## src/rtl/sat_pkg.sv

```systemverilog
// sat_pkg: shared types and constants for the stuck-at fault tester.
//   sat_state_e : sequencer states (IDLE, APPLY, SAMPLE, DONE)
//   SAT_N_MIN/MAX : legal range of DUT input counts
//   nvec(n)       : number of vectors in a complete run (n walking zeros + all-0 + all-1)
package sat_pkg;

  typedef enum logic [1:0] {
    IDLE   = 2'd0,
    APPLY  = 2'd1,
    SAMPLE = 2'd2,
    DONE   = 2'd3
  } sat_state_e;

  localparam int SAT_N_MIN = 2;
  localparam int SAT_N_MAX = 16;

  function automatic int nvec(input int n);
    return n + 2;
  endfunction

endpackage

```

## src/rtl/stuck_at_tester_if.sv

```systemverilog
// stuck_at_tester_if: groups the start/done handshake, the result bus and the
// DUT stimulus/response pins of the stuck-at tester.
//   master : stimulus controller + DUT side (drives start, dut_z)
//   slave  : the tester itself
// Optional macro SAT_FAIL_COUNT_EN adds the fail_cnt result field.
interface stuck_at_tester_if #(
  parameter int N = 2
);
  logic         start;
  logic         dut_z;
  logic [N-1:0] test_vec;
  logic         busy;
  logic         done;
  logic         pass;
  logic [N-1:0] sa1_mask;
  logic         sa0_det;
  logic         z_sa1;
`ifdef SAT_FAIL_COUNT_EN
  logic [$clog2(N+3)-1:0] fail_cnt;

  modport master (output start, dut_z,
                  input  test_vec, busy, done, pass, sa1_mask, sa0_det, z_sa1, fail_cnt);
  modport slave  (input  start, dut_z,
                  output test_vec, busy, done, pass, sa1_mask, sa0_det, z_sa1, fail_cnt);
`else
  modport master (output start, dut_z,
                  input  test_vec, busy, done, pass, sa1_mask, sa0_det, z_sa1);
  modport slave  (input  start, dut_z,
                  output test_vec, busy, done, pass, sa1_mask, sa0_det, z_sa1);
`endif
endinterface

```

## src/rtl/sat_vec_gen.sv

```systemverilog
// sat_vec_gen: combinational vector table for an N-input AND under test.
//   k     : vector index 0..N+1
//   vec   : k=0 all zeros; k=1..N all ones with bit k-1 low; k=N+1 all ones
//   exp_z : ideal AND output for vec (only the all-ones vector yields 1)
module sat_vec_gen #(
  parameter int N  = 2,
  parameter int KW = $clog2(N + 2)
) (
  input  logic [KW-1:0] k,
  output logic [N-1:0]  vec,
  output logic          exp_z
);

  localparam logic [KW-1:0] KLAST = KW'(N + 1);

  // Bit i is low only for k=0 and for its own walking-zero index i+1.
  always_comb begin
    vec = '0;
    for (int i = 0; i < N; i++) begin
      vec[i] = (k != '0) && (k != KW'(i + 1));
    end
  end

  assign exp_z = (k == KLAST);

endmodule

```

## src/rtl/stuck_at_tester.sv

```systemverilog
// stuck_at_tester: clocked stuck-at fault tester for an N-input AND gate.
// Sequences N+2 vectors onto the DUT, holds each for SETTLE cycles, samples
// dut_z one cycle later and records mismatches as a per-input stuck-at-1
// map plus output/global stuck-at flags.
// Ports:
//   clk  : clock, rising edge
//   rst  : synchronous active-high reset
//   bus  : stuck_at_tester_if.slave (start/dut_z in; test_vec, busy, done,
//          pass, sa1_mask, sa0_det, z_sa1 out)
// Macro SAT_FAIL_COUNT_EN: adds bus.fail_cnt, mismatches in the current run.
module stuck_at_tester
  import sat_pkg::*;
#(
  parameter int N      = 2,
  parameter int SETTLE = 1
) (
  input  logic              clk,
  input  logic              rst,
  stuck_at_tester_if.slave  bus
);

  localparam int KW = $clog2(N + 2);
  localparam int CW = $clog2(SETTLE + 1);
  localparam logic [KW-1:0] KLAST  = KW'(nvec(N) - 1);
  localparam logic [CW-1:0] CLAST  = CW'(SETTLE - 1);

  sat_state_e    state_q, state_d;
  logic [KW-1:0] k_q, k_d;
  logic [CW-1:0] cnt_q, cnt_d;
  logic          done_q, done_d;
  logic          pass_q, pass_d;
  logic [N-1:0]  sa1_mask_q, sa1_mask_d;
  logic          sa0_det_q, sa0_det_d;
  logic          z_sa1_q, z_sa1_d;

  logic [N-1:0]  vec;
  logic          exp_z;
  logic          busy;

  sat_vec_gen #(.N(N), .KW(KW)) u_vec_gen (
    .k     (k_q),
    .vec   (vec),
    .exp_z (exp_z)
  );

`ifdef SAT_FAIL_COUNT_EN
  localparam int FW = $clog2(N + 3);
  localparam logic [FW-1:0] FMAX = FW'(nvec(N));
  logic [FW-1:0] fail_cnt_q, fail_cnt_d;
`endif

  always_comb begin
    state_d    = state_q;
    k_d        = k_q;
    cnt_d      = cnt_q;
    done_d     = 1'b0;
    pass_d     = pass_q;
    sa1_mask_d = sa1_mask_q;
    sa0_det_d  = sa0_det_q;
    z_sa1_d    = z_sa1_q;
`ifdef SAT_FAIL_COUNT_EN
    fail_cnt_d = fail_cnt_q;
`endif
    case (state_q)
      IDLE, DONE: begin
        if (bus.start) begin
          state_d    = APPLY;
          k_d        = '0;
          cnt_d      = '0;
          pass_d     = 1'b0;
          sa1_mask_d = '0;
          sa0_det_d  = 1'b0;
          z_sa1_d    = 1'b0;
`ifdef SAT_FAIL_COUNT_EN
          fail_cnt_d = '0;
`endif
        end
      end
      APPLY: begin
        if (cnt_q == CLAST) begin
          state_d = SAMPLE;
          cnt_d   = '0;
        end else begin
          cnt_d = cnt_q + 1'b1;
        end
      end
      SAMPLE: begin
        if (bus.dut_z != exp_z) begin
          if (k_q == '0)        z_sa1_d   = 1'b1;
          else if (k_q == KLAST) sa0_det_d = 1'b1;
          else begin
            for (int i = 0; i < N; i++) begin
              if (k_q == KW'(i + 1)) sa1_mask_d[i] = 1'b1;
            end
          end
`ifdef SAT_FAIL_COUNT_EN
          if (fail_cnt_q != FMAX) fail_cnt_d = fail_cnt_q + 1'b1;
`endif
        end
        if (k_q == KLAST) begin
          // Fold in this last sample so pass is correct on the done cycle.
          state_d = DONE;
          done_d  = 1'b1;
          pass_d  = ~(z_sa1_d | sa0_det_d | (|sa1_mask_d));
        end else begin
          state_d = APPLY;
          k_d     = k_q + 1'b1;
        end
      end
      default: state_d = IDLE;
    endcase
  end

  always_ff @(posedge clk) begin
    if (rst) begin
      state_q    <= IDLE;
      k_q        <= '0;
      cnt_q      <= '0;
      done_q     <= 1'b0;
      pass_q     <= 1'b0;
      sa1_mask_q <= '0;
      sa0_det_q  <= 1'b0;
      z_sa1_q    <= 1'b0;
`ifdef SAT_FAIL_COUNT_EN
      fail_cnt_q <= '0;
`endif
    end else begin
      state_q    <= state_d;
      k_q        <= k_d;
      cnt_q      <= cnt_d;
      done_q     <= done_d;
      pass_q     <= pass_d;
      sa1_mask_q <= sa1_mask_d;
      sa0_det_q  <= sa0_det_d;
      z_sa1_q    <= z_sa1_d;
`ifdef SAT_FAIL_COUNT_EN
      fail_cnt_q <= fail_cnt_d;
`endif
    end
  end

  assign busy         = (state_q == APPLY) || (state_q == SAMPLE);
  assign bus.busy     = busy;
  assign bus.test_vec = busy ? vec : '0;
  assign bus.done     = done_q;
  assign bus.pass     = pass_q;
  assign bus.sa1_mask = sa1_mask_q;
  assign bus.sa0_det  = sa0_det_q;
  assign bus.z_sa1    = z_sa1_q;
`ifdef SAT_FAIL_COUNT_EN
  assign bus.fail_cnt = fail_cnt_q;
`endif

endmodule
```

## src/flat_wrapper.sv

```systemverilog
// flat-port wrapper written by rule: the top's interface ports become plain ports
module stuck_at_tester_flat import sat_pkg::*;
#(
  parameter int N      = 2,
  parameter int SETTLE = 1
)
  (clk, rst, bus_start, bus_dut_z, bus_test_vec, bus_busy, bus_done, bus_pass, bus_sa1_mask, bus_sa0_det, bus_z_sa1);
  stuck_at_tester_if #(.N(N)) bus_i ();
  input  logic clk;
  input  logic rst;
  input wire logic [$bits(bus_i.start)-1:0] bus_start;
  input wire logic [$bits(bus_i.dut_z)-1:0] bus_dut_z;
  output wire logic [$bits(bus_i.test_vec)-1:0] bus_test_vec;
  output wire logic [$bits(bus_i.busy)-1:0] bus_busy;
  output wire logic [$bits(bus_i.done)-1:0] bus_done;
  output wire logic [$bits(bus_i.pass)-1:0] bus_pass;
  output wire logic [$bits(bus_i.sa1_mask)-1:0] bus_sa1_mask;
  output wire logic [$bits(bus_i.sa0_det)-1:0] bus_sa0_det;
  output wire logic [$bits(bus_i.z_sa1)-1:0] bus_z_sa1;
  assign bus_i.start = bus_start;
  assign bus_i.dut_z = bus_dut_z;
  assign bus_test_vec = bus_i.test_vec;
  assign bus_busy = bus_i.busy;
  assign bus_done = bus_i.done;
  assign bus_pass = bus_i.pass;
  assign bus_sa1_mask = bus_i.sa1_mask;
  assign bus_sa0_det = bus_i.sa0_det;
  assign bus_z_sa1 = bus_i.z_sa1;
  stuck_at_tester #(.N(N), .SETTLE(SETTLE)) u_core (.clk(clk), .rst(rst), .bus(bus_i));
endmodule
```

## config.mk

```make
export PLATFORM = sky130hd
export DESIGN_NAME = stuck_at_tester_flat
export DESIGN_NICKNAME = d
export VERILOG_FILES = /design/src/rtl/sat_pkg.sv /design/src/rtl/stuck_at_tester_if.sv /design/src/rtl/sat_vec_gen.sv /design/src/rtl/stuck_at_tester.sv /design/src/flat_wrapper.sv
export SDC_FILE = /design/constraint.sdc
export NUM_CORES = 1
export LEC_CHECK = 0
export ABC_AREA = 1
export BUFFER_PORTS_ARGS = -buffer_cell sky130_fd_sc_hd__buf_2
export CAP_MARGIN = 30
export CORE_UTILIZATION = 30
export DETAILED_ROUTE_END_ITERATION = 7
export GPL_ROUTABILITY_DRIVEN = 0
export HOLD_SLACK_MARGIN = 0.12
export PLACE_DENSITY_LB_ADDON = 0.08
export SYNTH_ARGS = -nofsm -noshare
export SYNTH_HDL_FRONTEND = slang
export SYNTH_HIERARCHICAL = 1
export SYNTH_SLANG_ARGS = --single-unit
```

## constraint.sdc

```tcl
create_clock -name clk -period 1.6 [get_ports clk]
set_input_delay 0.16 -clock clk [delete_from_list [all_inputs] [get_ports clk]]
set_output_delay 0.16 -clock clk [all_outputs]
set_load 0.05 [all_outputs]
```

; ---- Yosys cells after proc, flatten, opt, wreduce, memory -nomap -nowiden
; Index checks and enable logic that the tools add are counted.
[totals]
reg_bits = 11
input_bits = 4
output_inout_bits = 9
elab_cells = 73
[classes]
n_addsub = 2
n_eq_ne = 13
muxes = 30
n_bitwise = 4
n_reduce_logical = 16
[ops]
columns = operator, count
row1 = $mux 2, 10
row2 = $mux 1, 13
row3 = $eq 2x2->1 const B, 4
row4 = $ne 2x2->1 const B, 4
row5 = $pmux 1 s2, 4
row6 = $pmux 2 s2, 2
row7 = $pmux 2 s3, 1
row8 = $reduce_and 2->1, 3
row9 = $reduce_and 3->1, 2
row10 = $reduce_bool 2->1, 3
row11 = $reduce_or 2->1, 3
row12 = $eq 2x1->1 const B, 2
row13 = $logic_not 2->1, 2
row14 = $ne 2x1->1 const B, 2
row15 = $add 2x1->2 const B, 1
row16 = $logic_and 1x1->1, 2
row17 = $not 1->1, 2
row18 = $or 1x1->1, 2
row19 = $add 1x1->1 const B, 1
row20 = $logic_or 1x1->1, 1
row21 = $ne 1x1->1, 1

; ---- Depth between registers and ports, before layout
[logic_depth]
depth_word = 11
depth_mapped = 10
mapped_depth_nobuf = 10

; ---- Cells and area by module
; Netlist, hierarchy kept.
[by_module_without_submodules]
columns = module, n_inst, cells_each, area_each_um2, seq_area_each_um2
row1 = stuck_at_tester, 1, 95, 590.6, 200.2
row2 = sat_vec_gen, 1, 4, 15.0, 0.0

; ---- Worst setup path after synthesis
; OpenSTA, ideal clock, no wires.
[synth_path]
path_kind = register -> register
from = register u_core.state_q[0]
to = register u_core.pass_q (netlist: u_core/bus.pass)
setup_time_ns = 0.130
t_arrival_ns = 1.413
t_required_ns = 1.470
path_slack_ns = 0.057
stages_incl_launch_ff = 9
n_path_buf = 0
synth_period_minus_slack_ns = 1.543
cell_sequence = dfxtp_1 > inv_1 > ha_1 > inv_2 > nor2_4 > a21oi_2 > inv_2 > o21ai_1 > a21oi_1
[synth_between]
elab_chain_cells = 4
word_cells_on_any_way = 9
cone_classes = eq/ne (4) / mux (1) / reduce/logical (4)
[synth_lines]
columns = element, line
row1 = start: declaration, stuck_at_tester.sv:27  ; sat_state_e state_q, state_d;
row2 = start signal: assignment, stuck_at_tester.sv:128  ; state_q <= state_d;
row3 = $eq 2x2->1 / $logic_not 2->1 (equally long branches), stuck_at_tester.sv:64  ; case (state_q)
row4 = $reduce_or 2->1, stuck_at_tester.sv:64
row5 = $ne 2x2->1 (no source line) / $reduce_bool 2->1 (equally long branches), --
row6 = $reduce_and 3->1 (no source line), --
row7 = end signal: assignment, stuck_at_tester.sv:132  ; pass_q <= pass_d;
row8 = end: declaration, stuck_at_tester.sv:31  ; logic pass_q, pass_d;
; Parallel ways exist; a longest one is shown, timed or not.
; A chain may end at the register's enable or synchronous reset.

; ---- Worst setup path after layout
[layout_path]
from = register u_core.state_q[0]
to = output port bus_test_vec[0]
[layout_between]
elab_chain_cells = 3
word_cells_on_any_way = 4
cone_classes = eq/ne (2) / mux (1) / reduce/logical (1)
[layout_lines]
columns = element, line
row1 = $eq 2x1->1 / $eq 2x2->1 (equally long branches), stuck_at_tester.sv:142  ; assign busy = (state_q == APPLY) || (state_q == SAMPLE);
row2 = $logic_or 1x1->1 *, stuck_at_tester.sv:142
row3 = $mux 2 *, stuck_at_tester.sv:144  ; assign bus.test_vec = busy ? vec : '0;
row4 = end: declaration, flat_wrapper.sv:13  ; output wire logic [$bits(bus_i.test_vec)-1:0] bus_test_vec;
; Mark *: on every way between the ends. The rest lies on a longest branch, timed or not.

==> impl_results.md <==
- Synth Instances: 99
- Hold path start: rst
- Post-route DRC violation count: 0
- Slowest CP cell: dfxtp_1
- Global-route wire length before repair: between 2000 and 2500 um
- Cells after DPL: 134
- Synth cell types: 13
- WL met3: 88 um
- Post-synth top cells: nand2_1 (33), inv_1 (16), dfxtp_1 (10), nor2_1 (10), a21oi_1 (9)
- I/O Pins: 13
- Skew final: 0.00455 ns
- Hold path depth: 2
- Count of state elements after synthesis: 10
- Nets@finish: 122
- Core Box Area: 1800 um^2
- Worst min-delay path category: primary input to flip-flop
- Critical Path Max Stage Delay: 0.33 ns
- Setup TNS: 0 ns
- Fin crit share: between 90% and 100%
- Startpoint Class: flip-flop
- Slew @ Worst Pin: 0.239 ns
- Largest net degree at the start of global routing: 10
- Via density: around 4.4
- Met2 routed WL: 564 um
- WHS Endpoint: u_core/bus.pass
- Max Slew Vio Count: 0
- GRT overflow: 0
- Number of DRC markers in iteration 0: 4
- WP data arrival: about 1.4 ns
- Worst path cell trace: inv_1 -> ha_1 -> nor2_1 -> buf_2
- Ys async rst share: 0%
- Worst-skew pair later-pin latency: 0.27 ns
- Crit-path leading delay family: flip-flops
- Worst-path clk slew: 0.07 ns
- Slew headroom: 84.0%
- Syn nets: 107
- Ys Warns: 6
- Tot GR Track Use: 13.6%
- DR vias: just over 600
- Crit-path max FO: 3
- MaxCap Viol Count: 0
- Pwr Density: 859 nW/um^2
- Initial antenna violation count: 0
- Critical path class: flip-flop to primary output
- Area leader, netlist: dfxtp_1
- FP Rows: 15
- M1 WL: slightly above 600 um
- R2R Path Start: u_core/state_q[0]
- Min Tclk post-route: 1.51 ns
- DR top layer: met4
- Num CTS Buffers: 3
- Diode count: 0
- Post-Layout Cell Count: ~140
- Post-detailed-route count of antenna-violating nets: 0
- WL final: 1270 um
- Max VDD drop: 0.000542 V
- Root cell of the clock tree: clkbuf_4
- Fin. Hold Viols: 0
- FF-to-FF End: u_core/bus.pass
- Pre-antenna DRT Iters: 4
- Sequential area share after synthesis: between 30 and 40%
- Min Hold Slack: 0.178 ns
- Area delta synth->final: 21.3%
- Post-synth top area share: 33.1%
- Req. time, crit path: about 1.4 ns
- Highest Clock Rate: between 0.6 and 0.7 GHz
- Count leader, synth: nand2_1
- Number of I/O port buffers: 12
- Clock buffer depth: 2
- Die ar.: approximately 2200 um^2
- Leak Pwr: 0.000352 uW
- Status: completed
- Worst R2R Setup Slack: 0.13 ns
- Starting density of the core: 33.6%
- CP bufs+invs: 2
- CTS tree: done
- Most frequently used flop master after synthesis: dfxtp_1
- Chip width: 46.9 um
- Wire per inst: 9.20 um
- Vias in the first global route: 485
- Post-DP HPWL: around 1000 um
- Layout cells sized above 1: 18.6%
- Final setup vio count: 0
- H-Tree Level Count: 1
- Die Y: 46.9 um
- Number of flops mapped to enable cells by yosys: 0
- RSZ-0062 raised after global routing: no
- Top post-synthesis cells by area: dfxtp_1 (33%), nand2_1 (20%), inv_1 (9.9%), ha_1 (8.3%), a21oi_1 (7.4%)
- Sink Count: 10
- Mapped cell area: 606 um^2
- Reg2Reg Depth: 8
- Syn Area/Cell: 6.12 um^2
- CP endpoint kind: primary output
- Cts hold-fix bufs: 0
-- how the worst max path moves through the flow --
stage | depth (start not counted) | slack (ns) | start | end
CTS | 4 | 0.05 | u_core/state_q[0] | bus_busy
global route | 7 | 0.002 | u_core/state_q[0] | u_core/k_q[0]
global placement | 8 | 0.14 | u_core/state_q[0] | u_core/bus.pass
floorplan | 8 | 0.06 | u_core/state_q[0] | u_core/bus.pass
finish | 4 | 0.09 | u_core/state_q[0] | bus_test_vec[0]
detailed placement | 8 | 0.12 | u_core/state_q[0] | u_core/bus.pass
-- sequential cells by signal, indices dropped and copies added (netlist names) --
register / cells
u_core/bus.sa1_mask: 2
u_core/bus.sa0_det: 1
u_core/bus.done: 1
u_core/bus.pass: 1
u_core/bus.z_sa1: 1
u_core/k_q: 2
u_core/state_q: 2
-- kinds of logic after synthesis --
family                     share of synthesized area, %
AOI/OAI and AO/OA                                  12.2
adders and majority gates                          8.26
buffers and inverters                              13.0
DFF                                                33.1
and+or+nand+nor                                    33.5
-- cell usage in the layout, fill, tap and decap left out --
| master | instances |
|---|---|
| inv_2 | 2 |
| nor2_4 | 1 |
| nand2_1 | 33 |
| nor2_1 | 10 |
| buf_4 | 1 |
| buf_2 | 10 |
| o21ai_0 | 3 |
| a21oi_1 | 9 |
| dfxtp_1 | 10 |
| nand3_1 | 6 |
| clkbuf_8 | 1 |
| ha_1 | 4 |
| inv_1 | 16 |
| a21oi_2 | 1 |
| clkbuf_4 | 5 |
| o21ai_1 | 1 |
-- cell type report --
cell class,instances,area (um^2)
fill,207,1070
clock buffer,4,36.3
timing repair buffer,13,72.6
sequential,10,200
multi-input combinational,68,327
tap,25,31.3
inverter,18,67.6
-- layer usage --
layer	GRT usage [%]	up-vias
met5	0	-
met4	3.43	0
met3	6.92	2
met2	20.6	18
met1	17.3	263
li1	-	328
-- power by group --
| group | switching (uW) | internal (uW) |
|---|---|---|
| clock | 92.7 | 138 |
| combinational | 97.8 | 40.3 |
| sequential | 5.45 | 257 |
-- through the flow --
stage	area [um^2]	total power (uW)	utilization [%]	worst slack [ns]
6_report	734	631	40.8	0.0901
5_1_grt	734	679	40.8	0.00226
4_1_cts	729	641	40.5	0.0505
3_5_place_dp	693	405	38.5	0.119
3_3_place_gp	693	404	38.5	0.141
2_1_floorplan	606	373	-	0.0572
-- timing repair --
item | in CTS | in global routing
resized for setup | 0 | 2
endpoints found under the setup margin | 0 | 2
setup buffers | 0 | 0
(Power assumes the default switching activity.)
